===== src/rtl/branch_resolve_pc.sv =====
// branch_resolve_pc: resolves branch conditions, owns the PC register, runs the start/halt FSM and counts RUN cycles.
// Optional feature macro: BR_LUT_EN (absolute branch targets taken from a writable target table).
module branch_resolve_pc #(
    parameter int PC_W   = 10,
    parameter int CNT_W  = 16,
    parameter int LUT_AW = 4
) (
    input  logic              CLK,
    input  logic              Reset,
    input  logic              Start,
    input  logic [PC_W-1:0]   StartAddr,
    input  logic              Branch,
    input  logic              Halt,
    input  logic [1:0]        BrCond,
    input  logic [7:0]        BrMux1,
    input  logic [7:0]        BrMux2,
    input  logic [7:0]        BrOffset,
`ifdef BR_LUT_EN
    input  logic              LutWe,
    input  logic [LUT_AW-1:0] LutAddr,
    input  logic [PC_W-1:0]   LutData,
`endif
    output logic [PC_W-1:0]   PC,
    output logic              Taken,
    output logic              Running,
    output logic              Done,
    output logic [CNT_W-1:0]  CycleCount
);
    localparam logic [1:0] S_IDLE = 2'b00;
    localparam logic [1:0] S_RUN  = 2'b01;
    localparam logic [1:0] S_HALT = 2'b10;

    logic [1:0]       r_state;
    logic [PC_W-1:0]  r_pc;
    logic             r_taken;
    logic [CNT_W-1:0] r_cnt;
    logic             w_cond;
    logic             w_take;
    logic [PC_W-1:0]  w_target;

    assign w_cond = (BrCond == 2'b00) ? (BrMux1 == BrMux2) :
                    (BrCond == 2'b01) ? (BrMux1 != BrMux2) :
                    (BrCond == 2'b10) ? (BrMux1 <  BrMux2) : 1'b1;
    assign w_take = Branch && w_cond;

`ifdef BR_LUT_EN
    logic [PC_W-1:0] r_lut [2**LUT_AW];
    logic            w_unused_off;

    assign w_unused_off = ^BrOffset;
    assign w_target     = r_lut[BrOffset[LUT_AW-1:0]];

    // target table: cleared by reset, written in any state; a same-cycle read sees the old entry
    always_ff @(posedge CLK) begin
        if (Reset) begin
            for (int i = 0; i < 2**LUT_AW; i++) r_lut[i] <= '0;
        end else if (LutWe) begin
            r_lut[LutAddr] <= LutData;
        end
    end
`else
    logic [LUT_AW-1:0] w_unused_idx;

    assign w_unused_idx = BrOffset[LUT_AW-1:0];
    assign w_target     = r_pc + {{(PC_W-8){BrOffset[7]}}, BrOffset};
`endif

    // FSM, PC, taken flag and saturating cycle counter; Halt outranks a branch in the same cycle
    always_ff @(posedge CLK) begin
        if (Reset) begin
            r_state <= S_IDLE;
            r_pc    <= '0;
            r_taken <= 1'b0;
            r_cnt   <= '0;
        end else if (r_state == S_RUN) begin
            r_cnt   <= (&r_cnt) ? r_cnt : r_cnt + CNT_W'(1);
            r_taken <= !Halt && w_take;
            r_state <= Halt ? S_HALT : S_RUN;
            r_pc    <= Halt ? r_pc : w_take ? w_target : r_pc + PC_W'(1);
        end else if (Start) begin
            r_state <= S_RUN;
            r_pc    <= StartAddr;
            r_cnt   <= '0;
        end
    end

    assign PC         = r_pc;
    assign Taken      = r_taken;
    assign Running    = (r_state == S_RUN);
    assign Done       = (r_state == S_HALT);
    assign CycleCount = r_cnt;
endmodule

===== config.mk =====
export PLATFORM = sky130hd
export DESIGN_NAME = branch_resolve_pc
export DESIGN_NICKNAME = d
export VERILOG_FILES = /design/src/rtl/branch_resolve_pc.sv
export SDC_FILE = /design/constraint.sdc
export NUM_CORES = 1
export LEC_CHECK = 0
export ABC_AREA = 1
export BUFFER_PORTS_ARGS = -buffer_cell sky130_fd_sc_hd__buf_2
export CAP_MARGIN = 20
export CORE_MARGIN = 5
export CORE_UTILIZATION = 50
export CTS_CLUSTER_SIZE = 28
export DETAILED_ROUTE_END_ITERATION = 8
export HOLD_SLACK_MARGIN = 0.02
export PLACE_DENSITY = 0.79
export RECOVER_POWER = 25
export SLEW_MARGIN = 20
export SYNTH_ARGS = -nofsm -noshare
export SYNTH_HDL_FRONTEND = slang
export SYNTH_SLANG_ARGS = --single-unit
export TNS_END_PERCENT = 50

===== constraint.sdc =====
create_clock -name CLK -period 3.04 [get_ports CLK]
set_input_delay 0.304 -clock CLK [delete_from_list [all_inputs] [get_ports CLK]]
set_output_delay 0.304 -clock CLK [all_outputs]
set_load 0.005 [all_outputs]

== Word-level counts from Yosys, hierarchy flattened ==
Index checks and enable logic that the tools add are counted.
Storage, ports and cells
  latch bits: 0
  bits in read-only memories: 0
  bits in registers: 29
  input port bits: 41
  bits in writable memories: 0
  memories kept: 0
  word-level logic and storage cells: 37
  output and inout bits: 29
Operators by class
  $mul: 0
  reductions and logical operators: 8
  bitwise operators: 0
  div/mod/pow operators: 0
  add/subtract/negate cells: 3
  shifts and indexed selects: 0
  equality and inequality tests: 8
  multiplexer cells: 13
  order comparisons: 1
Operator list (number)
  $mux W16: 3
  $mux W10: 4
  $add A16 B1 Y16 const B: 1
  $reduce_and A16 Y1: 1
  $add A10 B1 Y10 const B: 1
  $add A10 B10 Y10: 1
  $eq A8 B8 Y1: 1
  $lt A8 B8 Y1: 1
  $ne A8 B8 Y1: 1
  $mux W2: 3
  $eq A2 B1 Y1 const B: 2
  $eq A2 B2 Y1 const B: 2
  $ne A2 B2 Y1 const B: 2
  $reduce_and A2 Y1: 2
  $mux W1: 3
  $logic_and A1 B1 Y1: 2
  $logic_not A2 Y1: 1
  $reduce_bool A2 Y1: 1
  $logic_not A1 Y1: 1

== Logic depth before layout (Yosys ltp) ==
Gate-level depths: netlist of the first run.
  depth in word-level cells: 8
  mapped depth: 23

== Least setup slack after synthesis of the first run ==
OpenSTA, ideal clock, no wires.
  kind: input port to flip-flop
  start: input port BrMux2[7]
  end: register r_pc[8] (netlist: PC[8])
  setup time: 119 ps
  arrival time: 2714 ps
  path slack: 207 ps
  path buffers: 0
  stages on the path: 19
  path through: inv_1 > ha_1 > nand2_1 > nor2_1 > nand3_1 > nand2_1 > inv_1 > nand2_1 > nand2_1 > or2_2 > ha_1 > fa_1 > nand3_1 > nand2_1 > nand4_1 > o211ai_1 > xor2_1 > nand2_1 > a21oi_1
Between the ends
  cells in the longest elaborated chain, start to end: 8
  elaborated cells on any way between the ends: 10
Ends and longest elaborated chain
  start: declaration: line 16  | input logic [7:0] BrMux2,
  $lt A8 B8 Y1: line 43  | (BrCond == 2'b10) ? (BrMux1 < BrMux2) : 1'b1;
  $mux W1: line 43
  $mux W1: line 42  | (BrCond == 2'b01) ? (BrMux1 != BrMux2) :
  $mux W1 *: line 41  | assign w_cond = (BrCond == 2'b00) ? (BrMux1 == BrMux2) :
  $logic_and A1 B1 Y1 *: line 44  | assign w_take = Branch && w_cond;
  $mux W10 * (2 in series): line 79  | r_pc <= Halt ? r_pc : w_take ? w_target : r_pc + PC_W'(1);
  $mux W10 *: line 75  | end else if (r_state == S_RUN) begin
  end signal: assignment: line 79
  end signal: assignment: line 82  | r_pc <= StartAddr;
  end: declaration: line 34  | logic [PC_W-1:0] r_pc;
Mark *: on every way between the ends. The rest lies on a longest branch, timed or not. The select of a mux whose other input is x is not followed.
A chain may end at the register's enable or synchronous reset.

== Worst setup path in the final report of the first run ==
Ends and elaborated chain as after synthesis.

==> out/qor.csv, run 1 <==
stage;metric;value;unit
cts;Num CTS Buffers;5;
timing;post-layout minimum cycle time;2.716;ns
timing;fin crit share;89.34;%
final_layout;share of post-route cells with drive strength above 1;25.69;%
timing;Final Hold Vio Count;0;
timing;f_max;368.2;MHz
power;maximum vdd ir drop;0.2620;mV
floorplan;Starting Density;50.61;%
timing;Final Setup Violations;0;
synth;post-synth cell types;37;
synth;post-synthesis instance total;322;
detailed_routing;initial drt markers;108;
cts;hold_buf cts;0;
final_layout;Final Util;62.67;%
worst_hold_path;hold crit path type;primary input to flip-flop;
outcome;outcome;completed;
grt;grt met1 use;24.04;%
detailed_routing;final WL;5.499;mm
power;power density cells;401.6;nW/um2
placement;placed cell areas;2582;um2
final_layout;final instance area;2691;um2
setup_path;R2R setup slack;0.65;ns
synth;Synth Warn #;0;
synth;FF+latch count, synth;29;
detailed_routing;DR DRC count;0;
synth;share of the yosys chip area belonging to registers;26.71;%
cts;root buf cell;clkbuf_8;
final_layout;synth-to-layout area growth;23.83;%
grt;Global Route met3 Usage;4.502;%
floorplan;Cell Rows;24;
setup_path;Critical R2R Launch;r_state[0]$_SDFFE_PP0P_;
floorplan;I/O pin total;70;
detailed_routing;routed vias/inst;5.154;
grt;vias in the first global route;2242;
setup_path;critical path peak fanout;3;
final_layout;fillers;406;
floorplan;core area;4294;um2
timing;setup tns final;0;ns
setup_path;CP Data Arrival Time;2.93;ns
setup_path;Reg2Reg Depth;8;
power;Leak;0.001329;uW
detailed_routing;ANT nets after route;0;
job;max-cap viol count;0;
grt;global route overflow;0;
setup_path;Startpoint Class;primary input;
placement;count of input and output buffers;69;
timing;final setup skew;0.003012;ns
setup_path;CP required;3.26;ns
timing;Max Slew Vio Count;0;
cts;clock transition at the registers of the reported paths;0.06;ns
setup_path;Crit Path Class;primary input to flip-flop;
placement;routability cong.;0.8950;
grt;initial antenna violation count;0;
floorplan;die height;75.93;um
placement;DP HPWL;4.274;mm
grt;gr usage total;19.55;%
synth;syn nets;382;
cts;post-cts sizing count;0;
final_layout;# nets final;456;
detailed_routing;Avg WL per Cell;12.25;um
synth;synthesized area;2173;um2
floorplan;Die Footprint;5765;um2
timing;slew margin rel.;45.05;%
final_layout;ant diodes;0;
cts;# Post-CTS Setup Buffers;0;
grt;met2 Use GR;32.79;%
setup_path;CP Capture Type;flip-flop;
detailed_routing;via count;2314;
setup_path;r2r endpoint;PC[1]$_SDFFE_PP0P_;
cts;CTS tree;built;
timing;unrepaired setup endpoints after global routing;no;
setup_path;worst setup path endpoint;PC[8]$_SDFFE_PP0P_;
grt;first-pass GRT wire length;9.632;mm
cts;H-Tree Depth;2;
cts;Clock Sinks;29;
cts;clk_lat worst skew;0.28;ns
grt;largest net degree at the start of global routing;18;
timing;Worst Tran Pin Value;0.8212;ns
detailed_routing;DRT Pass-1 Iters;4;
worst_hold_path;Hold Crit Depth;2;
floorplan;Die Wd;75.93;um
synth;syn_area_per_cell;6.749;um2
setup_path;beginning of the critical path;BrMux2[7];
cts;Clock Tree Buf Depth;2;
grt;gr busiest metal;met2;
[area by class of cell]
cell class,instances,area (um2),share of cell area [%]
sequential,29,580.6,21.57
inverter,50,192.7,7.159
timing repair buffer,71,352.8,13.11
clock buffer,7,86.33,3.208
multi-input combinational,239,1384,51.42
clock inverter,1,30.03,1.116
tap,52,65.06,2.417
[through the flow]
| step | total power [uW] | hold WS [ns] | std cells | setup WS, ns |
|---|---|---|---|---|
| detailed placement | 669.7 | 0.4646 | 441 | 0.05249 |
| global route | 1146 | 0.2848 | 449 | 0.05857 |
| CTS | 1090 | 0.2732 | 449 | 0.3153 |
| floorplan | 582.1 | 0.3702 | 322 | 0.2069 |
| finish | 1081 | 0.2787 | 449 | 0.3241 |
| global placement | 666.4 | 0.4575 | 441 | 0.1244 |
[cells by family after synthesis]
logic type	count (synthesis)	synth area share, %
flip-flops	29	26.71
AO/OA/AOI/OAI	64	16.69
adder cells (fa/ha/maj)	19	11.28
XOR/XNOR	8	3.224
buffers and inverters	54	9.614
AND/OR/NAND/NOR	148	32.47
[synthesized netlist by cell type]
master    instances  area, um2
buf_2             1      5.000
nor2_1           33      123.9
o21ai_0          17      85.08
xnor2_1           1      8.760
nand2_1          65      244.0
nor3b_1           1      7.510
or2_2             3      18.77
ha_1             18      225.2
dfxtp_1          29      580.6
a221oi_1          1      8.760
inv_1            46      172.7
a21oi_1          32      160.2
a221oi_2          1      15.01
o21ai_1           1      5.000
clkbuf_1          3      11.26
o21ai_2           1      8.760
and3_2            1      7.510
fa_1              1      20.02
nor3_4            1      16.27
nand2_2           3      18.77
nand3_1          15      75.07
a21o_1            2      15.01
nand2_4           2      22.52
inv_2             3      11.26
o21a_1            1      7.510
nor3_1            6      30.03
o211ai_1          2      15.01
o22ai_1           2      12.51
nor2_2            5      31.28
nand4_1           6      37.54
clkinv_4          1      8.760
a21oi_2           2      17.52
xor2_1            7      61.31
nand3_2           3      30.03
a31oi_1           2      12.51
nor2_4            2      22.52
nor3_2            2      20.02
[worst max-delay path, cell delays in order]
cell and delay [ns]:
buf_2 0.07, inv_1 0.03, ha_1 0.27, nand2_1 0.07
nor2_1 0.17, nand3_1 0.09, nand2_1 0.06, inv_1 0.03
nand2_1 0.08, nand2_1 0.11, or2_2 0.29, ha_1 0.23
fa_1 0.43, nand3_1 0.10, nand2_1 0.08, nand4_1 0.08
o211ai_1 0.10, xor2_1 0.14, nand2_1 0.07, a21oi_1 0.12
[routing by layer]
layer / up-vias / part of all wire [%]
li1: 1208 / -
met1: 1035 / 46
met2: 65 / 47
met3: 6 / 5.7
met4: 0 / 1.3
met5: - / 0
[report_power, final]
group	leakage, uW	switching (uW)	internal, uW
Clock	0.0000585	152	267
Combinational	0.00103	147	98.5
Sequential	0.000236	18.2	398
[placed cells by master, fill, tap and decap left out, drive strengths merged]
cell type  instances
xnor2              1
nor3b              1
nor3               9
bufinv             1
clkinv             1
nand3             18
a21o               2
o22ai              2
inv               49
nand2             70
nor2              40
xor2               7
a21oi             34
o21a               1
and3               1
o211ai             2
ha                18
buf               65
clkbuf            13
o21ai             19
dfxtp             29
fa                 1
nand4              6
a31oi              2
or2                3
a221oi             2
[sequential cells by signal, summed over array words and instances, names as in the netlist]
register / cells
CycleCount: 16
PC: 10
Taken: 1
r_state: 2
[how the worst min path moves through the flow]
stage | start | end | slack (ns)
6_report | Halt | r_state[0]$_SDFFE_PP0P_ | 0.28
5_1_grt | Halt | r_state[0]$_SDFFE_PP0P_ | 0.28
4_1_cts | Halt | r_state[0]$_SDFFE_PP0P_ | 0.27
3_5_place_dp | Taken$_SDFFE_PP0P_ | Taken$_SDFFE_PP0P_ | 0.46
3_3_place_gp | Taken$_SDFFE_PP0P_ | Taken$_SDFFE_PP0P_ | 0.46
2_1_floorplan | Reset | CycleCount[7]$_SDFFE_PP0P_ | 0.37
Power figures use the tool's default switching activity.
==> inputs of run 2 (changes only) <==
CORE_MARGIN = 1.5   (was 5)
==> run 2 against run 1 <==
  * Non-clock buffer count increased by 2
  * Die area decreased by 18%
  * Via count increased by 0.73%
  * Highest routed layer unchanged
  * Maximum frequency decreased by 0.89%
  * Sequential cell count unchanged
  * Wire length increased by 0.71%
==> out/qor.csv, run 2 (same netlist as run 1, synthesis figures left out) <==
stage;metric;value;unit;change
outcome;outcome;completed;;unchanged
setup_path;Reg2Reg Depth;7;;was 8
floorplan;Die Wd;68.93;um;was 75.93 um
final_layout;synth-to-layout area growth;24.41;%;was 23.83%
worst_hold_path;Hold Crit Depth;2;;unchanged
final_layout;ant diodes;0;;unchanged
setup_path;Crit path depth;20;;unchanged
grt;first-pass GRT wire length;8.963;mm;was 9.632 mm
setup_path;delay of the slowest critical-path stage;0.43;ns;about the same
setup_path;Startpoint Class;primary input;;unchanged
detailed_routing;via count;2331;;was 2314
timing;unrepaired setup endpoints after global routing;no;;unchanged
setup_path;CP Data Arrival Time;2.96;ns;was 2.93 ns
floorplan;Starting Density;53.18;%;was 50.61%
final_layout;# nets final;458;;was 456
detailed_routing;DRT Pass-1 Iters;4;;unchanged
placement;DP HPWL;4.180;mm;was 4.274 mm
grt;largest net degree at the start of global routing;18;;unchanged
detailed_routing;Avg WL per Cell;12.33;um;was 12.25 um
worst_hold_path;hold crit path type;primary input to flip-flop;;unchanged
setup_path;Buf/Inv on CP;3;;unchanged
power;power density cells;405.0;nW/um2;was 401.6 nW/um2
floorplan;die height;68.93;um;was 75.93 um
floorplan;Cell Rows;23;;was 24
timing;Max Slew Vio Count;0;;unchanged
cts;H-Tree Depth;2;;unchanged
final_layout;fillers;388;;was 406
setup_path;CP Capture Type;flip-flop;;unchanged
timing;setup tns final;0;ns;unchanged
detailed_routing;DR DRC count;0;;unchanged
timing;Final Setup Violations;0;;unchanged
final_layout;share of post-route cells with drive strength above 1;26.07;%;was 25.69%
floorplan;I/O pin total;70;;unchanged
detailed_routing;routed vias/inst;5.192;;was 5.154
cts;Clock Tree Buf Depth;2;;unchanged
cts;post-cts sizing count;0;;unchanged
grt;vias in the first global route;2114;;was 2242
cts;CTS tree;built;;unchanged
setup_path;CP cell instances;buf_2 > inv_1 > ha_1 > nand2_1 > nor2_1 > nand3_1 > nand2_1 > inv_1 > nand2_1 > nand2_1 > or2_2 > ha_1 > fa_1 > nand3_1 > nand2_1 > nand4_1 > o211ai_1 > xor2_1 > nand2_1 > a21oi_1;;unchanged
final_layout;leading cell types in the layout, fill and taps excluded;nand2_1, buf_2, inv_1;;unchanged
cts;Num CTS Buffers;5;;unchanged
power;Leak;0.001337;uW;was 0.001329 uW
timing;final setup skew;0.004105;ns;was 0.003012 ns
floorplan;Die Footprint;4751;um2;was 5765 um2
timing;f_max;364.9;MHz;was 368.2 MHz
timing;Worst Tran Pin Value;0.8543;ns;was 0.8212 ns
placement;routability cong.;0.9062;;was 0.8950
timing;post-layout minimum cycle time;2.740;ns;was 2.716 ns
setup_path;Largest delay share family, worst path;simple AND/OR/NAND/NOR gates;;unchanged
final_layout;max reg flops;16;;unchanged
timing;fin crit share;90.14;%;was 89.34%
cts;# Post-CTS Setup Buffers;0;;unchanged
setup_path;critical path peak fanout;3;;unchanged
cts;Clock Sinks;29;;unchanged
grt;global route overflow;0;;unchanged
grt;initial antenna violation count;0;;unchanged
cts;hold_buf cts;0;;unchanged
detailed_routing;initial drt markers;112;;was 108
floorplan;core area;4086;um2;was 4294 um2
timing;slew margin rel.;42.84;%;was 45.05%
cts;root buf cell;clkbuf_8;;unchanged
detailed_routing;ANT nets after route;0;;unchanged
power;maximum vdd ir drop;0.3396;mV;was 0.2620 mV
cts;clock transition at the registers of the reported paths;0.07;ns;was 0.06 ns
placement;count of input and output buffers;69;;unchanged
timing;final hold slack;0.2499;ns;was 0.2787 ns
final_layout;most common cell after layout, fill and taps aside;nand2_1;;unchanged
setup_path;Critical-path top delay cell;fa_1;;unchanged
setup_path;most used cell, CP;nand2_1;;unchanged
job;max-cap viol count;0;;unchanged
cts;clk_lat worst skew;0.29;ns;was 0.28 ns
setup_path;Crit Path Class;primary input to flip-flop;;unchanged
detailed_routing;final WL;5.538;mm;was 5.499 mm
grt;gr usage total;25.50;%;was 19.55%
setup_path;CP required;3.26;ns;about the same
timing;Final Hold Vio Count;0;;unchanged
-- run 2: cell count changes in the layout (fill, tap and decap cells not counted) --
cell and change:
buf_4 +2
-- run 2: worst register-to-register path: stages, from the launching register on --
cell and delay, ns:
dfxtp_1 0.33, inv_1 0.08, nor2_4 0.37, nor2_1 0.16, nor2_1 0.69, inv_1 0.35, o21ai_0 0.26, a21oi_1 0.06
-- run 2: layout make-up --
class	instances	area [um2]	share of cell area, %
clock buffers	7	86.33	3.193
clock inverters	1	30.03	1.111
inverters	50	192.7	7.126
multi-input cells	239	1384	51.18
flip-flops and latches	29	580.6	21.47
well taps	50	62.56	2.314
repair buffers	73	367.9	13.60
-- run 2: per-stage QoR --
stage	power (uW)	setup WS [ns]	cell area, um2	instances	utilization [%]
2_1_floorplan	582.1	0.2069	2173	322	-
3_3_place_gp	670.0	0.1564	2595	441	63.50
3_5_place_dp	674.4	0.07255	2595	441	63.50
4_1_cts	1100	0.3184	2711	449	66.35
5_1_grt	1146	0.09983	2704	449	66.17
6_report	1095	0.2996	2704	449	66.17
-- run 2: path summary, 6_finish.rpt --
check,endpoint,slack (ns),from
setup / recovery,PC[8]$_SDFFE_PP0P_,0.30,BrMux2[7]
hold / removal,r_state[0]$_SDFFE_PP0P_,0.25,Halt
setup reg to reg,PC[5]$_SDFFE_PP0P_,0.63,r_state[0]$_SDFFE_PP0P_
hold reg to reg,PC[7]$_SDFFE_PP0P_,0.49,PC[7]$_SDFFE_PP0P_
-- run 2: metal layers --
layer | up-vias | global-route usage, % | part of all wire (%)
li1 | 1207 | - | -
met4 | 0 | 10.54 | 2.2
met2 | 86 | 41.11 | 46
met3 | 14 | 6.169 | 8.3
met1 | 1024 | 32.54 | 44
met5 | - | 0 | 0
-- run 2: power breakdown --
| part | switching, uW | internal [uW] | leakage (uW) |
|---|---|---|---|
| sequential | 17.6 | 398 | 0.000236 |
| combinational | 150 | 103 | 0.00104 |
| clock | 159 | 267 | 0.0000585 |
==> inputs of run 3 (changes only) <==
CELL_PAD_IN_SITES_DETAIL_PLACEMENT = 0   (was not set)
CELL_PAD_IN_SITES_GLOBAL_PLACEMENT = 2   (was not set)
CORE_UTILIZATION = 27   (was 50)
PLACE_DENSITY = not set   (was 0.79)
PLACE_DENSITY_LB_ADDON = 0.1   (was not set)
==> run 3 against run 2 <==
  * Sequential power about the same
  * Global-route usage decreased by 9.7 points
  * Cell area increased by 3.5%
  * Non-clock buffer count increased by 4
  * First-iteration DRC count decreased by 31%
  * Via count decreased by 2.7%
  * Final cell count increased by 12%
  * Sequential cell count unchanged
  * Setup slack improved by 0.013 ns
  * Combinational power increased by 3%
  * Largest cell class unchanged
==> out/qor.csv, run 3 (same netlist as run 1, synthesis figures left out) <==
stage;metric;value;unit;change
timing;Worst Tran Pin Value;0.8475;ns;was 0.8543 ns
final_layout;ant diodes;0;;unchanged
setup_path;CP Data Arrival Time;2.95;ns;was 2.96 ns
timing;f_max;366.6;MHz;was 364.9 MHz
timing;post-layout minimum cycle time;2.728;ns;was 2.740 ns
final_layout;# nets final;462;;was 458
timing;fin crit share;89.73;%;was 90.14%
power;power density cells;396.0;nW/um2;was 405.0 nW/um2
cts;root buf cell;clkbuf_8;;unchanged
floorplan;core area;7767;um2;was 4086 um2
detailed_routing;final WL;6.390;mm;was 5.538 mm
grt;initial antenna violation count;0;;unchanged
timing;Final Setup Violations;0;;unchanged
setup_path;Startpoint Class;primary input;;unchanged
grt;global route overflow;0;;unchanged
setup_path;critical path peak fanout;3;;unchanged
grt;gr usage total;15.80;%;was 25.50%
setup_path;Crit Path Class;primary input to flip-flop;;unchanged
final_layout;max reg flops;16;;unchanged
detailed_routing;initial drt markers;77;;was 112
detailed_routing;via count;2269;;was 2331
timing;slew margin rel.;43.29;%;was 42.84%
final_layout;leading cell types in the layout, fill and taps excluded;nand2_1, buf_2, inv_1;;unchanged
grt;gr busiest metal;met2;;unchanged
cts;post-cts sizing count;0;;unchanged
floorplan;Die Footprint;8597;um2;was 4751 um2
timing;Max Slew Vio Count;0;;unchanged
timing;setup tns final;0;ns;unchanged
detailed_routing;ANT nets after route;0;;unchanged
detailed_routing;DRT Pass-1 Iters;4;;unchanged
cts;hold_buf cts;0;;unchanged
cts;clk_lat worst skew;0.29;ns;about the same
outcome;outcome;completed;;unchanged
floorplan;die height;92.72;um;was 68.93 um
cts;# Post-CTS Setup Buffers;0;;unchanged
timing;unrepaired setup endpoints after global routing;no;;unchanged
placement;routability cong.;0.7945;;was 0.9062
floorplan;Starting Density;27.98;%;was 53.18%
final_layout;most common cell after layout, fill and taps aside;nand2_1;;unchanged
cts;Clock Tree Buf Depth;2;;unchanged
worst_hold_path;hold crit path type;primary input to flip-flop;;unchanged
setup_path;CP Capture Type;flip-flop;;unchanged
grt;largest net degree at the start of global routing;18;;unchanged
setup_path;CP required;3.26;ns;about the same
timing;final hold slack;0.2485;ns;was 0.2499 ns
cts;Num CTS Buffers;5;;unchanged
floorplan;I/O pin total;70;;unchanged
detailed_routing;DR DRC count;0;;unchanged
power;Leak;0.001355;uW;was 0.001337 uW
placement;placed cell areas;2690;um2;was 2595 um2
final_layout;final instance area;2798;um2;was 2704 um2
final_layout;Final Util;36.02;%;was 66.17%
placement;count of input and output buffers;69;;unchanged
grt;grt met1 use;22.00;%;was 32.54%
grt;met2 Use GR;24.82;%;was 41.11%
final_layout;synth-to-layout area growth;28.73;%;was 24.41%
job;max-cap viol count;0;;unchanged
cts;CTS tree;built;;unchanged
power;maximum vdd ir drop;0.1422;mV;was 0.3396 mV
grt;first-pass GRT wire length;10.64;mm;was 8.963 mm
timing;Final Hold Vio Count;0;;unchanged
grt;vias in the first global route;2185;;was 2114
floorplan;Die Wd;92.72;um;was 68.93 um
cts;H-Tree Depth;2;;unchanged
final_layout;share of post-route cells with drive strength above 1;26.55;%;was 26.07%
cts;Clock Sinks;29;;unchanged
detailed_routing;Avg WL per Cell;12.65;um;was 12.33 um
timing;final setup skew;0.005821;ns;was 0.004105 ns
detailed_routing;routed vias/inst;4.493;;was 5.192
placement;DP HPWL;5.044;mm;was 4.180 mm
cts;clock transition at the registers of the reported paths;0.07;ns;about the same
floorplan;Cell Rows;32;;was 23
grt;Global Route met3 Usage;3.284;%;was 6.169%
power;Final Power;1108;uW;was 1095 uW
-- run 3: changes by cell type in the layout (fill, tap and decap cells not counted) --
cell      before  now
buf_2         63   62
clkbuf_1       7    8
buf_4          4    8
-- run 3: path summary, 6_finish.rpt --
kind	depth (start not counted)	start	endpoint	slack, ns
max	20	BrMux2[7]	PC[8]$_SDFFE_PP0P_	0.31
max reg2reg	7	r_state[0]$_SDFFE_PP0P_	PC[5]$_SDFFE_PP0P_	0.57
min	2	Halt	r_state[0]$_SDFFE_PP0P_	0.25
min reg2reg	2	Taken$_SDFFE_PP0P_	Taken$_SDFFE_PP0P_	0.48
-- run 3: metal layers --
layer,share of wire [%],up-vias
li1,-,1220
met1,51,986
met2,44,57
met3,4.6,6
met4,1.0,0
met5,0,-
-- run 3: worst max-delay path, stage by stage --
cell and delay, ns:
buf_2 0.08, inv_1 0.03, ha_1 0.28, nand2_1 0.06, nor2_1 0.18, nand3_1 0.09
nand2_1 0.07, inv_1 0.03, nand2_1 0.07, nand2_1 0.09, or2_2 0.29, ha_1 0.23
fa_1 0.43, nand3_1 0.11, nand2_1 0.08, nand4_1 0.09, o211ai_1 0.10, xor2_1 0.14
nand2_1 0.07, a21oi_1 0.13
-- run 3: final cells by class --
class                           count  area [um2]
Timing Repair Buffer               77       396.6
Inverter                           50       192.7
Clock inverter                      1       30.03
Fill cell                         909        4970
Sequential cell                    29       580.6
Tap cell                          102       127.6
Multi-Input combinational cell    239        1384
Clock buffer                        7       86.33
-- run 3: power breakdown --
group	total [uW]	internal [uW]	switching (uW)
clock	432	267	165
combinational	260	106	154
sequential	416	398	17.7
total	1110	771	336
-- run 3: metrics by stage --
step | instances | setup slack, ns
2_1_floorplan | 322 | 0.2069
3_3_place_gp | 497 | 0.05545
3_5_place_dp | 497 | 0.01394
4_1_cts | 505 | 0.3081
5_1_grt | 505 | 0.01378
6_report | 505 | 0.3123
